## src/rtl/pet_action_scheduler.sv

```systemverilog
// Button front-end for the pet FSM: sync, debounce, latch presses, then grant one
// legal action at a time by fixed priority, with a cooldown after each grant.
module pet_action_scheduler #(
  parameter int DEB_CYCLES = 50000,
  parameter int COOLDOWN   = 100000
) (
  input  logic clk,
  input  logic rst,
  input  logic btn_sleep,
  input  logic btn_awake,
  input  logic btn_feed,
  input  logic btn_play,
  input  logic pet_sleeping,
  input  logic pet_dead,
  output logic act_sleep,
  output logic act_awake,
  output logic act_feed,
  output logic act_play,
  output logic reject,
  output logic busy
);

  localparam int DW = $clog2(DEB_CYCLES);
  localparam int CW = (COOLDOWN > 1) ? $clog2(COOLDOWN) : 1;

  // Bit positions inside the request vectors
  localparam int B_SLEEP = 0;
  localparam int B_AWAKE = 1;
  localparam int B_FEED  = 2;
  localparam int B_PLAY  = 3;

  typedef enum logic {IDLE, COOL} state_t;

  logic [3:0] btn_raw;
  logic [3:0] rise;

  assign btn_raw = {btn_play, btn_feed, btn_awake, btn_sleep};

  for (genvar gi = 0; gi < 4; gi++) begin : g_btn
    logic          s1_q, s1_d;
    logic          s2_q, s2_d;
    logic          lvl_q, lvl_d;
    logic          prev_q, prev_d;
    logic [DW-1:0] cnt_q, cnt_d;

    always_comb begin
      s1_d   = btn_raw[gi];
      s2_d   = s1_q;
      prev_d = lvl_q;
      lvl_d  = lvl_q;
      cnt_d  = '0;
      if (s2_q != lvl_q) begin
        if (cnt_q == DW'(DEB_CYCLES - 1)) begin
          lvl_d = s2_q;
        end else begin
          cnt_d = cnt_q + DW'(1);
        end
      end
    end

    always_ff @(posedge clk or posedge rst) begin
      if (rst) begin
        s1_q   <= 1'b0;
        s2_q   <= 1'b0;
        lvl_q  <= 1'b0;
        prev_q <= 1'b0;
        cnt_q  <= '0;
      end else begin
        s1_q   <= s1_d;
        s2_q   <= s2_d;
        lvl_q  <= lvl_d;
        prev_q <= prev_d;
        cnt_q  <= cnt_d;
      end
    end

    assign rise[gi] = lvl_q & ~prev_q;
  end

  state_t        state_q, state_d;
  logic [CW-1:0] cool_q, cool_d;
  logic [3:0]    pending_q, pending_d;
  logic [3:0]    act_q, act_d;
  logic          reject_q, reject_d;
  logic [3:0]    sel;
  logic [3:0]    legal;
  logic [3:0]    clr;

  // One-hot pick of the highest-priority pending request
  always_comb begin
    sel = '0;
    if (pending_q[B_AWAKE])      sel[B_AWAKE] = 1'b1;
    else if (pending_q[B_SLEEP]) sel[B_SLEEP] = 1'b1;
    else if (pending_q[B_FEED])  sel[B_FEED]  = 1'b1;
    else if (pending_q[B_PLAY])  sel[B_PLAY]  = 1'b1;
  end

  always_comb begin
    legal          = '0;
    legal[B_SLEEP] = ~pet_sleeping & ~pet_dead;
    legal[B_AWAKE] =  pet_sleeping & ~pet_dead;
    legal[B_FEED]  = ~pet_sleeping & ~pet_dead;
    legal[B_PLAY]  = ~pet_sleeping & ~pet_dead;
  end

  always_comb begin
    state_d  = state_q;
    cool_d   = cool_q;
    act_d    = '0;
    reject_d = 1'b0;
    clr      = '0;
    case (state_q)
      IDLE: begin
        if (!pet_dead && (pending_q != '0)) begin
          clr = sel;
          if ((sel & legal) != '0) begin
            act_d   = sel;
            cool_d  = CW'(COOLDOWN - 1);
            state_d = COOL;
          end else begin
            reject_d = 1'b1;
          end
        end
      end
      COOL: begin
        if (cool_q == '0) begin
          state_d = IDLE;
        end else begin
          cool_d = cool_q - CW'(1);
        end
      end
      default: state_d = IDLE;
    endcase
    // A new press in the same cycle as its grant stays pending
    pending_d = pet_dead ? 4'b0000 : ((pending_q & ~clr) | rise);
  end

  always_ff @(posedge clk or posedge rst) begin
    if (rst) begin
      state_q   <= IDLE;
      cool_q    <= '0;
      pending_q <= '0;
      act_q     <= '0;
      reject_q  <= 1'b0;
    end else begin
      state_q   <= state_d;
      cool_q    <= cool_d;
      pending_q <= pending_d;
      act_q     <= act_d;
      reject_q  <= reject_d;
    end
  end

  assign act_sleep = act_q[B_SLEEP];
  assign act_awake = act_q[B_AWAKE];
  assign act_feed  = act_q[B_FEED];
  assign act_play  = act_q[B_PLAY];
  assign reject    = reject_q;
  assign busy      = (state_q == COOL);

endmodule

```

## config.mk

```make
export PLATFORM = sky130hd
export DESIGN_NAME = pet_action_scheduler
export DESIGN_NICKNAME = d
export VERILOG_FILES = /design/src/rtl/pet_action_scheduler.sv
export SDC_FILE = /design/constraint.sdc
export NUM_CORES = 1
export LEC_CHECK = 0
export CORE_MARGIN = 4
export CORE_UTILIZATION = 30
export CTS_CLUSTER_DIAMETER = 30
export CTS_CLUSTER_SIZE = 20
export DETAILED_ROUTE_END_ITERATION = 10
export MAX_ROUTING_LAYER = met4
export PLACE_DENSITY = 0.51
export SYNTH_ARGS = -nofsm -noshare
export SYNTH_HDL_FRONTEND = slang
export SYNTH_SLANG_ARGS = --single-unit
```

## constraint.sdc

```tcl
create_clock -name clk -period 7.25 [get_ports clk]
set_clock_uncertainty 0.15 [all_clocks]
set_input_delay 1.45 -clock clk [delete_from_list [all_inputs] [get_ports clk]]
set_output_delay 1.45 -clock clk [all_outputs]
set_load 0.01 [all_outputs]
```

==> metrics.cfg, run 1 <==
[yosys]
ys.flop_type = dfrtp_1
syn_inst = 462
ys_ff_latch = 107
syn-num-nets = 475
yosysTopAreaCellShare_pct = 53.9
ys_seq_area_share_pct = 53.9
synth_area_um2 = 4970
async_flop_share_pct = 100
yosysMostFrequentCell = dfrtp_1
synth_top_area_cell = dfrtp_1
synth_top_family_by_area = simple AND/OR/NAND/NOR gates
ys_types = 50
ys_warn_count = 0
synth-simple-area-share_pct = 23.0
synth_xor_area_share_pct = 12.7
syn_area_per_cell_um2 = 10.8
synth_edf_count = 0
synth_area_leaders = dfrtp_1, xor2_1, nor2_1, xnor2_1, nand2_1
yosys-top-cells-count = dfrtp_1, nor2_1, xor2_1, nand2_1, xnor2_1
synth_compound_area_share_pct = 6.19
synth_fa_ha_area_share_pct = 1.26
muxShareOfSynthArea_pct = 1.13

[critical_path]
r2r_end = cool_q[15]
rr_worst_depth = 5
path_max_fanout = 14
ff2ff_setup_slack_ns = 4.67
worst_setup_path_start_kind = input pin
crit_type = input pin to flop
cp_data_required_time_ns = 7.34
cp_slowest_stage_delay_ns = 0.76
crit_slowest_cell = a221oi_4
crit_path_end_kind = flop
path_buf_inv = 1
cp-startpoint = pet_dead
cp_cell_sequence = clkdlybuf4s50_1, nor3_1, a221oi_4, a2111oi_4, a211oi_1, nor2b_1
r2r-start = cool_q[13]
crit_arrival_ns = 3.52
crit_family = compound AO/OA/AOI/OAI gates

[layout]
n_antenna_cell = 0
multi_input_area_um2 = 2200
area_delta_synth_final_pct = 12.5
ff_latch_area_um2 = 2680
fin_cells = 698
drive_gt1_share_pct = 6.64
nFillCells = 1601
final_core_util_pct = 34.8
final_nets = 491
fin_area_um2 = 5590

[clock_tree]
cts_setup_buffers = 0
clock_sinks = 107
path_clk_slew_ns = 0.07
hold_buffers = 0
cts-root-buf = clkbuf_16
cts_inserted_buffers = 9
cts_buffer_depth = 2
clock_latency_ns = 0.35
cts-htree-levels = 3
tritoncts = built
ctsResizeCount = 0

[global_routing]
grt_pass1_vias = 3317
grt_max_degree = 83
antenna_found_initial = 0
grt.total_usage_pct = 10.9
grt_pass1_wl_um = 15900
grt_overflow = 0

[power]
switching_power_mw = 0.357
power.total_mw = 1.32
pwr-share-seq_pct = 52.8
ir_drop_mv = 0.122
p_leak_nw = 2.35
switching_share_pct = 27.1
pwr_density_cell_nw_per_um2 = 235
combPwrFrac_pct = 12.9
p_clk_share_pct = 34.3
intPower_mw = 0.959

[timing]
setup_ws_ns = 3.82
hold_viol = 0
rsz0062_at_grt = false
fin_crit_ns = 3.43
slew_headroom_pct = 31.9
holdWs_ns = 0.192
slew_violations = 0
finalSetupViolCount = 0
period_share_pct = 47.3
finalSetupTns_ns = 0
tightest_slew_ns = 1.02
max_freq_mhz = 292

[route]
firstDrtPassIters = 4
route.antenna.remaining_nets = 0
wire_per_inst_um = 12.8
drt_iter0_drc = 163
drc = 0
drt_wl_total_um = 8970
routed_via_density = 4.74
vias = 3311

[place]
pre_cts_slack_ns = 3.46
placed_area_um2 = 5330
dp_hpwl_um = 5890
placed_cells = 683
gp_congestion = 0.771
numPortBuffers = 13

[floorplan]
die-height_um = 137
die-area_um2 = 18700
die_w_um = 137
pin_count = 14
start_util_pct = 30.9
coreArea_um2 = 16100
rows = 46

[min_path]
hp-class = flop to flop
min_delay_worst_endpoint = g_btn[0].s2_q
min_from = g_btn[0].s1_q
whs_path_depth = 0

[outcome]
status = complete, no violations

[job]
drv_cap = 0

flip-flops by register name, summed over array words and instances (netlist names):
| name | flops |
|---|---|
| act_q | 4 |
| busy | 1 |
| g_btn.lvl_q | 4 |
| cool_q | 17 |
| reject | 1 |
| g_btn.s1_q | 4 |
| g_btn.s2_q | 4 |
| pending_q | 4 |
| g_btn.cnt_q | 64 |
| g_btn.prev_q | 4 |
final cells by class:
cell class	instances	share of cell area [%]
clock buffer	13	4.48
clock inverter	2	0.224
inverter	8	0.582
multi-input combinational	337	39.4
sequential	107	47.9
tap	216	4.83
timing repair buffer	15	2.60
power by group through the flow:
| stage | Sequential (mW) | Clock (mW) | Combinational, mW |
|---|---|---|---|
| 2_1_floorplan | 0.696 | 0 | 0.138 |
| 3_3_place_gp | 0.704 | 0 | 0.166 |
| 3_5_place_dp | 0.706 | 0 | 0.172 |
| 4_1_cts | 0.695 | 0.471 | 0.173 |
| 5_1_grt | 0.701 | 0.494 | 0.192 |
| 6_report | 0.695 | 0.451 | 0.170 |
per-layer routing:
metal / track usage, % / vias to the layer above / share of wire, %
met4: 4.87 / 0 / 2.0
met2: 16.7 / 24 / 46
met1: 14.0 / 1657 / 50
li1: - / 1619 / -
met3: 2.17 / 11 / 2.3
met5: - / - / 0
cell usage in the layout, fill, tap and decap left out, drive strengths merged, types with 2 or more instances in the layout:
| cell type | instances |
|---|---|
| or4 | 3 |
| nor2 | 82 |
| and2 | 5 |
| o41ai | 2 |
| a211oi | 7 |
| nand3 | 16 |
| a2111oi | 5 |
| and3 | 13 |
| ha | 5 |
| nor4b | 9 |
| nor3b | 5 |
| clkbuf | 13 |
| nand4 | 16 |
| a22oi | 2 |
| and4 | 7 |
| clkdlybuf4s50 | 13 |
| o21ai | 2 |
| xor2 | 43 |
| mux2 | 5 |
| a21oi | 7 |
| nor3 | 5 |
| nor4 | 4 |
| nand2 | 43 |
| nor2b | 2 |
| or3 | 3 |
| o31ai | 2 |
| inv | 8 |
| buf | 2 |
| nand2b | 4 |
| xnor2 | 29 |
| nand3b | 2 |
| dfrtp | 107 |
worst register-to-register path, delay by kind of cell (launching register included):
| family | cells | cell delay (ns) |
|---|---|---|
| DFF | 1 | 0.41 |
| and+or+nand+nor | 3 | 1.42 |
| AOI/OAI and AO/OA | 2 | 0.47 |
cells by family after synthesis:
logic type | Yosys count
AO/OA/AOI/OAI | 33
flip-flops | 107
multiplexers | 5
AND/OR/NAND/NOR | 222
buffers and inverters | 18
XOR/XNOR | 72
adder cells (fa/ha/maj) | 5
how the worst max path moves through the flow:
stage	end	slack [ns]	depth (start not counted)
5_1_grt	cool_q[15]	3.66	6
4_1_cts	cool_q[15]	3.82	6
3_3_place_gp	cool_q[15]	3.48	6
3_5_place_dp	cool_q[15]	3.46	6
2_1_floorplan	act_q[0]	2.83	1
6_report	cool_q[15]	3.82	6
No activity file was read; power rests on OpenSTA's default activity.
==> inputs of run 2 (changes only) <==
==> constraint.sdc (replaced) <==
create_clock -name clk -period 3.3 [get_ports clk]
set_clock_uncertainty 0.15 [all_clocks]
set_input_delay 0.66 -clock clk [delete_from_list [all_inputs] [get_ports clk]]
set_output_delay 0.66 -clock clk [all_outputs]
set_load 0.01 [all_outputs]
==> run 2 against run 1 <==
Compared with the run above:
- flip-flop and latch count did not move
- total power increased by 130%
- final cell count increased by 0.72%
- utilization rose by 0.51 points
- critical path depth did not move
- sequential power increased by 120%
- critical path type unchanged
==> metrics.cfg, run 2 (synthesized netlist as in run 1, its figures left out) <==
[clock_tree]
path_clk_slew_ns = 0.07  ; about the same
cts-htree-levels = 3  ; unchanged
clock_sinks = 107  ; unchanged
cts_buffer_depth = 2  ; unchanged
cts_inserted_buffers = 9  ; unchanged
hold_buffers = 0  ; unchanged
clock_latency_ns = 0.35  ; about the same
tritoncts = built
ctsResizeCount = 0  ; unchanged
cts-root-buf = clkbuf_16
cts_setup_buffers = 0  ; unchanged

[power]
p_leak_nw = 2.39  ; +1.5%
pwr_density_cell_nw_per_um2 = 526  ; +120%
power.total_mw = 2.98  ; +130%
ir_drop_mv = 0.313  ; +160%

[outcome]
status = complete, no violations

[route]
vias = 3307  ; -0.12%
drt-met1-wl_um = 4410  ; -0.70%
highest_layer = met4
drt_iter0_drc = 154  ; -5.5%
routed_via_density = 4.70  ; -0.83%
met3_length_um = 258  ; +26%
drt_wl_total_um = 9110  ; +1.5%
drc = 0  ; unchanged
route.antenna.remaining_nets = 0  ; unchanged
dr_wl_met2_um = 4230  ; +2.1%
wire_per_inst_um = 13.0  ; +0.82%
firstDrtPassIters = 4  ; unchanged

[layout]
n_antenna_cell = 0  ; unchanged
regMostFlops = g_btn.cnt_q
reg.largest.list = g_btn.cnt_q: 64 flops, cool_q: 17 flops
largest_reg_flops = 64  ; unchanged
drive_gt1_share_pct = 7.60  ; +0.96 points
layout_commonest_cell = dfrtp_1
area_delta_synth_final_pct = 14.2
final_nets = 495  ; +0.81%
layout_common_cells = dfrtp_1, nor2_1, xor2_1

[job]
drv_cap = 0  ; unchanged

[min_path]
hp-class = flop to flop
min_from = g_btn[3].s1_q
min_delay_worst_endpoint = g_btn[3].s2_q
whs_path_depth = 0  ; unchanged

[timing]
tightest_slew_ns = 0.810  ; -0.212 ns
hold_viol = 0  ; unchanged
finalSetupTns_ns = 0  ; unchanged
slew_headroom_pct = 46.0  ; +14 points
max_freq_mhz = 400
setup_ws_ns = 0.802  ; -3.02 ns
rsz0062_at_grt = false
fin_crit_ns = 2.50
finalSetupViolCount = 0  ; unchanged
period_share_pct = 75.7
slew_violations = 0  ; unchanged

[critical_path]
ff2ff_setup_slack_ns = 0.87  ; -3.80 ns
crit_arrival_ns = 2.58  ; -0.94 ns
crit_path_end_kind = flop
r2r_end = cool_q[13]
crit_type = input pin to flop
r2r-start = cool_q[0]
worst_setup_path_start_kind = input pin
rr_worst_depth = 7  ; +2
path_max_fanout = 14  ; unchanged
cp_data_required_time_ns = 3.39  ; -3.95 ns

[global_routing]
grt_pass1_wl_um = 16200  ; +2.0%
antenna_found_initial = 0  ; unchanged
grt.total_usage_pct = 11.1  ; +0.20 points
grt_pass1_vias = 3415  ; +3.0%
grt_overflow = 0  ; unchanged
grt_max_degree = 57  ; -31%

[place]
gp_congestion = 0.778  ; +0.86%
pre_cts_slack_ns = 0.418  ; -3.04 ns
dp_hpwl_um = 6170  ; +4.8%
numPortBuffers = 13  ; unchanged

[floorplan]
rows = 46  ; unchanged
start_util_pct = 30.9  ; unchanged
die-height_um = 137  ; unchanged
die-area_um2 = 18700  ; unchanged
coreArea_um2 = 16100  ; unchanged
die_w_um = 137  ; unchanged
pin_count = 14  ; unchanged

-- run 2: per-stage QoR --
step           std cells  hold WS (ns)  area [µm²]  util [%]
2_1_floorplan        462         0.181        4970         -
3_3_place_gp         687         0.184        5380      33.5
3_5_place_dp         687         0.186        5380      33.5
4_1_cts              703         0.201        5670      35.3
5_1_grt              703         0.204        5670      35.3
6_report             703         0.199        5670      35.3
-- run 2: power breakdown --
| part | total [mW] | internal [mW] | switching [mW] |
|---|---|---|---|
| clock network | 1.06 | 0.590 | 0.475 |
| logic | 0.385 | 0.184 | 0.201 |
| registers | 1.53 | 1.41 | 0.126 |
-- run 2: layout make-up --
type | count | area (µm²)
fill | 1624 | 10400
sequential | 107 | 2680
multi-input combinational | 337 | 2200
tap | 216 | 270
clock buffer | 12 | 236
timing repair buffer | 19 | 200
clock inverter | 4 | 51.3
inverter | 8 | 33.8
-- run 2: how the worst max path moves through the flow --
stage | to | from | slack (ns) | cells after the start
6_report | cool_q[15] | pet_sleeping | 0.80 | 6
3_5_place_dp | cool_q[15] | pet_sleeping | 0.42 | 6
5_1_grt | cool_q[15] | cool_q[0] | 0.55 | 7
4_1_cts | busy | busy | 0.79 | 1
3_3_place_gp | cool_q[15] | pet_sleeping | 0.44 | 6
2_1_floorplan | cool_q[13] | pet_dead | 1.06 | 6
-- run 2: routing by layer --
layer | vias up | global-route usage [%]
li1 | 1629 | -
met1 | 1625 | 14.7
met2 | 38 | 16.5
met3 | 15 | 2.10
met4 | 0 | 5.26
met5 | - | -
-- run 2: worst max-delay path: stages --
cell and delay (ns):
clkdlybuf4s50_1 0.59, nor3_1 0.11, a221oi_4 0.74, a2111oi_4 0.14, a211oi_1 0.27, nor2b_1 0.07
==> inputs of run 3 (changes only) <==
--- a/config.mk
+++ b/config.mk
@@ -11,7 +11,7 @@
 export CTS_CLUSTER_SIZE = 20
 export DETAILED_ROUTE_END_ITERATION = 10
 export MAX_ROUTING_LAYER = met4
-export PLACE_DENSITY = 0.51
+export PLACE_DENSITY = 0.52
 export SYNTH_ARGS = -nofsm -noshare
 export SYNTH_HDL_FRONTEND = slang
 export SYNTH_SLANG_ARGS = --single-unit
==> constraint.sdc (replaced) <==
create_clock -name clk -period 2 [get_ports clk]
set_clock_uncertainty 0.15 [all_clocks]
set_input_delay 0.4 -clock clk [delete_from_list [all_inputs] [get_ports clk]]
set_output_delay 0.4 -clock clk [all_outputs]
set_load 0.01 [all_outputs]
==> run 3 against run 2 <==
Compared with the run above:
- sequential power grew 65%
- wire length grew 5.4%
- count of clock-buffer cells in the layout shrank 3
- flip-flop and latch count is the same
- total power grew 81%
- via count grew 7.7%
- cell area grew 13%
- critical path depth grew 1
- critical path type is now flop to flop
- largest power group unchanged
- highest routed layer unchanged
==> metrics.cfg, run 3 (synthesized netlist as in run 1, its figures left out) <==
[outcome]
status = complete, no violations

[clock_tree]
clock_sinks = 107  ; unchanged
clock_latency_ns = 0.35  ; about the same
cts-root-buf = clkbuf_16
cts_buffer_depth = 2  ; unchanged
path_clk_slew_ns = 0.07  ; about the same
tritoncts = built
cts_inserted_buffers = 9  ; unchanged
cts-htree-levels = 3  ; unchanged

[global_routing]
antenna_found_initial = 1  ; +1
grt_max_degree = 65  ; +14%
grt.total_usage_pct = 11.3  ; +0.21 points
grt_overflow = 0  ; unchanged
grt_pass1_wl_um = 16600  ; +2.2%
grt_pass1_vias = 3540  ; +3.7%

[layout]
layout_commonest_cell = dfrtp_1
drive_gt1_share_pct = 22.6  ; +15 points
reg.largest.list = g_btn.cnt_q: 64 flops, cool_q: 17 flops
area_delta_synth_final_pct = 28.8
multi_input_area_um2 = 2390  ; +8.4%
regMostFlops = g_btn.cnt_q
final_nets = 557  ; +13%
largest_reg_flops = 64  ; unchanged
nFillCells = 1569  ; -3.4%
layout_common_cells = dfrtp_1, nor2_1, buf_4
ff_latch_area_um2 = 2680  ; about the same
fin_area_um2 = 6400  ; +13%
fin_cells = 766  ; +9.0%

[floorplan]
die-area_um2 = 18700  ; unchanged
coreArea_um2 = 16100  ; unchanged
rows = 46  ; unchanged
start_util_pct = 30.9  ; unchanged
die-height_um = 137  ; unchanged
die_w_um = 137  ; unchanged
pin_count = 14  ; unchanged

[route]
route.antenna.remaining_nets = 0  ; unchanged
drt_wl_total_um = 9600  ; +5.4%
vias = 3560  ; +7.7%
drt_iter0_drc = 95  ; -38%
wire_per_inst_um = 12.5  ; -3.2%
drc = 0  ; unchanged
firstDrtPassIters = 5  ; +1
routed_via_density = 4.65  ; -1.2%

[critical_path]
cp_data_required_time_ns = 2.14  ; -1.25 ns
r2r_end = cool_q[13]
r2r-start = pending_q[2]
worst_setup_path_start_kind = flop
crit_path_end_kind = flop
rr_worst_depth = 7  ; unchanged
ff2ff_setup_slack_ns = 0.01  ; -0.86 ns
crit_type = flop to flop
crit_arrival_ns = 2.13  ; -0.45 ns
cp-startpoint = pending_q[2]
path_max_fanout = 5  ; -9

[place]
placed_area_um2 = 5830  ; +8.4%
placed_cells = 739  ; +7.6%
dp_hpwl_um = 6490  ; +5.2%
numPortBuffers = 13  ; unchanged
pre_cts_slack_ns = -0.416  ; -0.834 ns
gp_congestion = 0.784  ; +0.71%

[power]
pwr_density_cell_nw_per_um2 = 844  ; +60%
power.total_mw = 5.40  ; +81%
p_leak_nw = 2.77  ; +16%
ir_drop_mv = 0.427  ; +36%

[timing]
hold_viol = 0  ; unchanged
slew_headroom_pct = 72.2  ; +26 points
setup_ws_ns = 0.00963  ; -0.792 ns
fin_crit_ns = 1.99
period_share_pct = 99.5
slew_violations = 0  ; unchanged
max_freq_mhz = 502
rsz0062_at_grt = true
finalSetupViolCount = 0  ; unchanged
tightest_slew_ns = 0.416  ; -0.395 ns

[job]
drv_cap = 0  ; unchanged

[min_path]
min_from = g_btn[2].s1_q
hp-class = flop to flop
whs_path_depth = 0  ; unchanged
min_delay_worst_endpoint = g_btn[2].s2_q

[run 3: changes by cell type in the layout (fill, tap and decap cells not counted), moves of 3 or more]
cell,change
nor4b_2,+4
buf_4,+54
clkbuf_1,-3
a2111oi_4,+3
nor4b_1,-5
nor4_4,+3
buf_12,+5
[run 3: per-layer routing]
metal / track usage (%) / vias up / share of wire, %
li1: - / 1759 / -
met1: 14.7 / 1747 / 47
met2: 17.3 / 40 / 48
met3: 2.79 / 14 / 2.9
met4: 3.92 / 0 / 2.0
met5: - / - / 0
[run 3: final cells by class]
| cell class | count | share of cell area, % |
|---|---|---|
| Multi-Input combinational cell | 338 | 37.3 |
| Antenna cell | 1 | 0.0391 |
| Timing Repair Buffer | 80 | 11.4 |
| Sequential cell | 107 | 41.9 |
| Inverter | 8 | 0.528 |
| Tap cell | 216 | 4.22 |
| Clock inverter | 7 | 1.08 |
| Clock buffer | 9 | 3.52 |
[run 3: through the flow]
step           setup TNS, ns  hold WS (ns)  util (%)
2_1_floorplan              0         0.181         -
3_3_place_gp           -3.91         0.182      36.3
3_5_place_dp           -4.41         0.186      36.3
4_1_cts               -0.161         0.200      38.7
5_1_grt               -0.316         0.221      39.8
6_report                   0         0.196      39.8
[run 3: worst max-delay path by stage]
stage,end,cells past startpoint
after floorplan,cool_q[13],7
after global placement,cool_q[13],7
after detailed placement,cool_q[13],7
after CTS,cool_q[13],5
after global routing,cool_q[14],6
final,cool_q[13],7
[run 3: repair_timing]
action | in CTS | in global routing
gates cloned | 1 | 0
pin swaps | 9 | 11
hold buffers | 0 | 0
gates resized for setup | 11 | 21
setup endpoints to repair | 11 | 55
buffers inserted | 3 | 6
[run 3: worst max-delay path, cell delays in order, from the launching register on]
cell and delay (ns):
dfrtp_1 0.39, or3_4 0.42, a221oi_4 0.31, buf_12 0.16, a2111oi_4 0.05, buf_4 0.17, a211oi_2 0.17, a31o_1 0.12
[run 3: report_power, final]
group	internal (mW)	leakage (nW)	switching, mW
clock	0.966	0.141	0.786
combinational	0.599	1.19	0.523
sequential	2.33	1.44	0.200
==> RTL edit, RTL diff (config.mk and constraints of run 2) <==
The parameter `COOLDOWN` goes from 100000 to 200000.
--- a/src/rtl/pet_action_scheduler.sv
+++ b/src/rtl/pet_action_scheduler.sv
@@ -2,7 +2,7 @@
 // legal action at a time by fixed priority, with a cooldown after each grant.
 module pet_action_scheduler #(
   parameter int DEB_CYCLES = 50000,
-  parameter int COOLDOWN   = 100000
+  parameter int COOLDOWN   = 200000
 ) (
   input  logic clk,
   input  logic rst,
Behaviour: same outputs for any inputs over 10 cycles, from zero or initial values and one cycle with rst high; that may be too few to reach the edited logic, so the function may still have changed.
==> RTL edit against run 2 <==
First-iteration DRC count decreased by 1.3%. Sequential cell count increased by 1. Total power increased by 0.76%. Routed wire length increased by 3.8%. Cell area increased by 1.5%. Setup slack improved by 0.075 ns. Synthesized area increased by 0.98%. Global-route usage increased by 0.61 points. Largest power group unchanged.
==> RTL edit: results (changes against run 2) <==
status=finished, final reports clean; Crit. Startpoint=pet_dead; Worst R2R Path Depth=6 (-1); met2 WL=4.33 mm (+2.5%); DP HPWL=6.46 mm (+4.6%); FF-to-FF setup slack=1.00 ns (+0.13 ns); register area=0.00270 mm² (+0.93%); post-synthesis compound-gate area fraction=5.39% (-0.81 points); Post-Synth Adder-Cell Area=1.25% (-0.012 points); sum of routed wire segments on met1=4.61 mm (+4.4%); Total Routing Usage GR=11.7% (+0.61 points); multi-input gates=363 (+7.7%); dpl cells=718 (+4.5%); first-pass GRT wire length=17.0 mm (+4.9%); Post-Syn Instances=492 (+6.5%); met3 routed WL=318 µm (+23%); Top Registers=g_btn.cnt_q (64), cool_q (18); XOR/XNOR share of the synthesized area=12.2% (-0.47 points); worst setup path endpoint=cool_q[14]; R2R Path Start=cool_q[1]; Yosys cell types=51 (+2.0%); Hold Path End=g_btn[2].s2_q; area of the multi-input gates=0.00222 mm² (+0.91%); Critical Path AT=2.51 ns (-0.07 ns); M2 GR Usage=17.5% (+1.0 points); fillers=1682 (+3.6%); share of cells above drive strength 1=7.20% (-0.40 points); GP Congestion=0.799 (+2.7%); delay-heaviest family, CP=simple AND/OR/NAND/NOR gates; worst r2r dst=cool_q[16]; global routing usage on met3=3.03% (+0.94 points); largest net degree at the start of global routing=46 (-19%); Routed WL=9.45 mm (+3.8%)
==> RTL edit: cell types whose count changed in the layout (fill, tap and decap cells not counted), moves of 3 or more <==
cell      change
a211oi_1      -5
and2_1        -3
and4_1        -3
clkbuf_1      -3
clkbuf_8      +3
nand2_1       +6
nor2_1        +4
nor3_1       +14
nor4_1        +6
o21ai_0       +7
xor2_1        -4
==> RTL edit: metrics by stage <==
stage	hold slack, ns	area [µm²]	power [mW]
2_1_floorplan	0.181	5020	1.74
3_3_place_gp	0.184	5420	1.82
3_5_place_dp	0.193	5420	1.84
4_1_cts	0.206	5760	3.06
5_1_grt	0.214	5760	3.18
6_report	0.206	5760	3.01
==> RTL edit: where the power goes <==
| part | switching [mW] | leakage (nW) | internal [mW] | total, mW |
|---|---|---|---|---|
| Sequential | 0.0998 | 1.43 | 1.40 | 1.50 |
| Combinational | 0.171 | 0.822 | 0.138 | 0.309 |
| Clock | 0.468 | 0.169 | 0.724 | 1.19 |
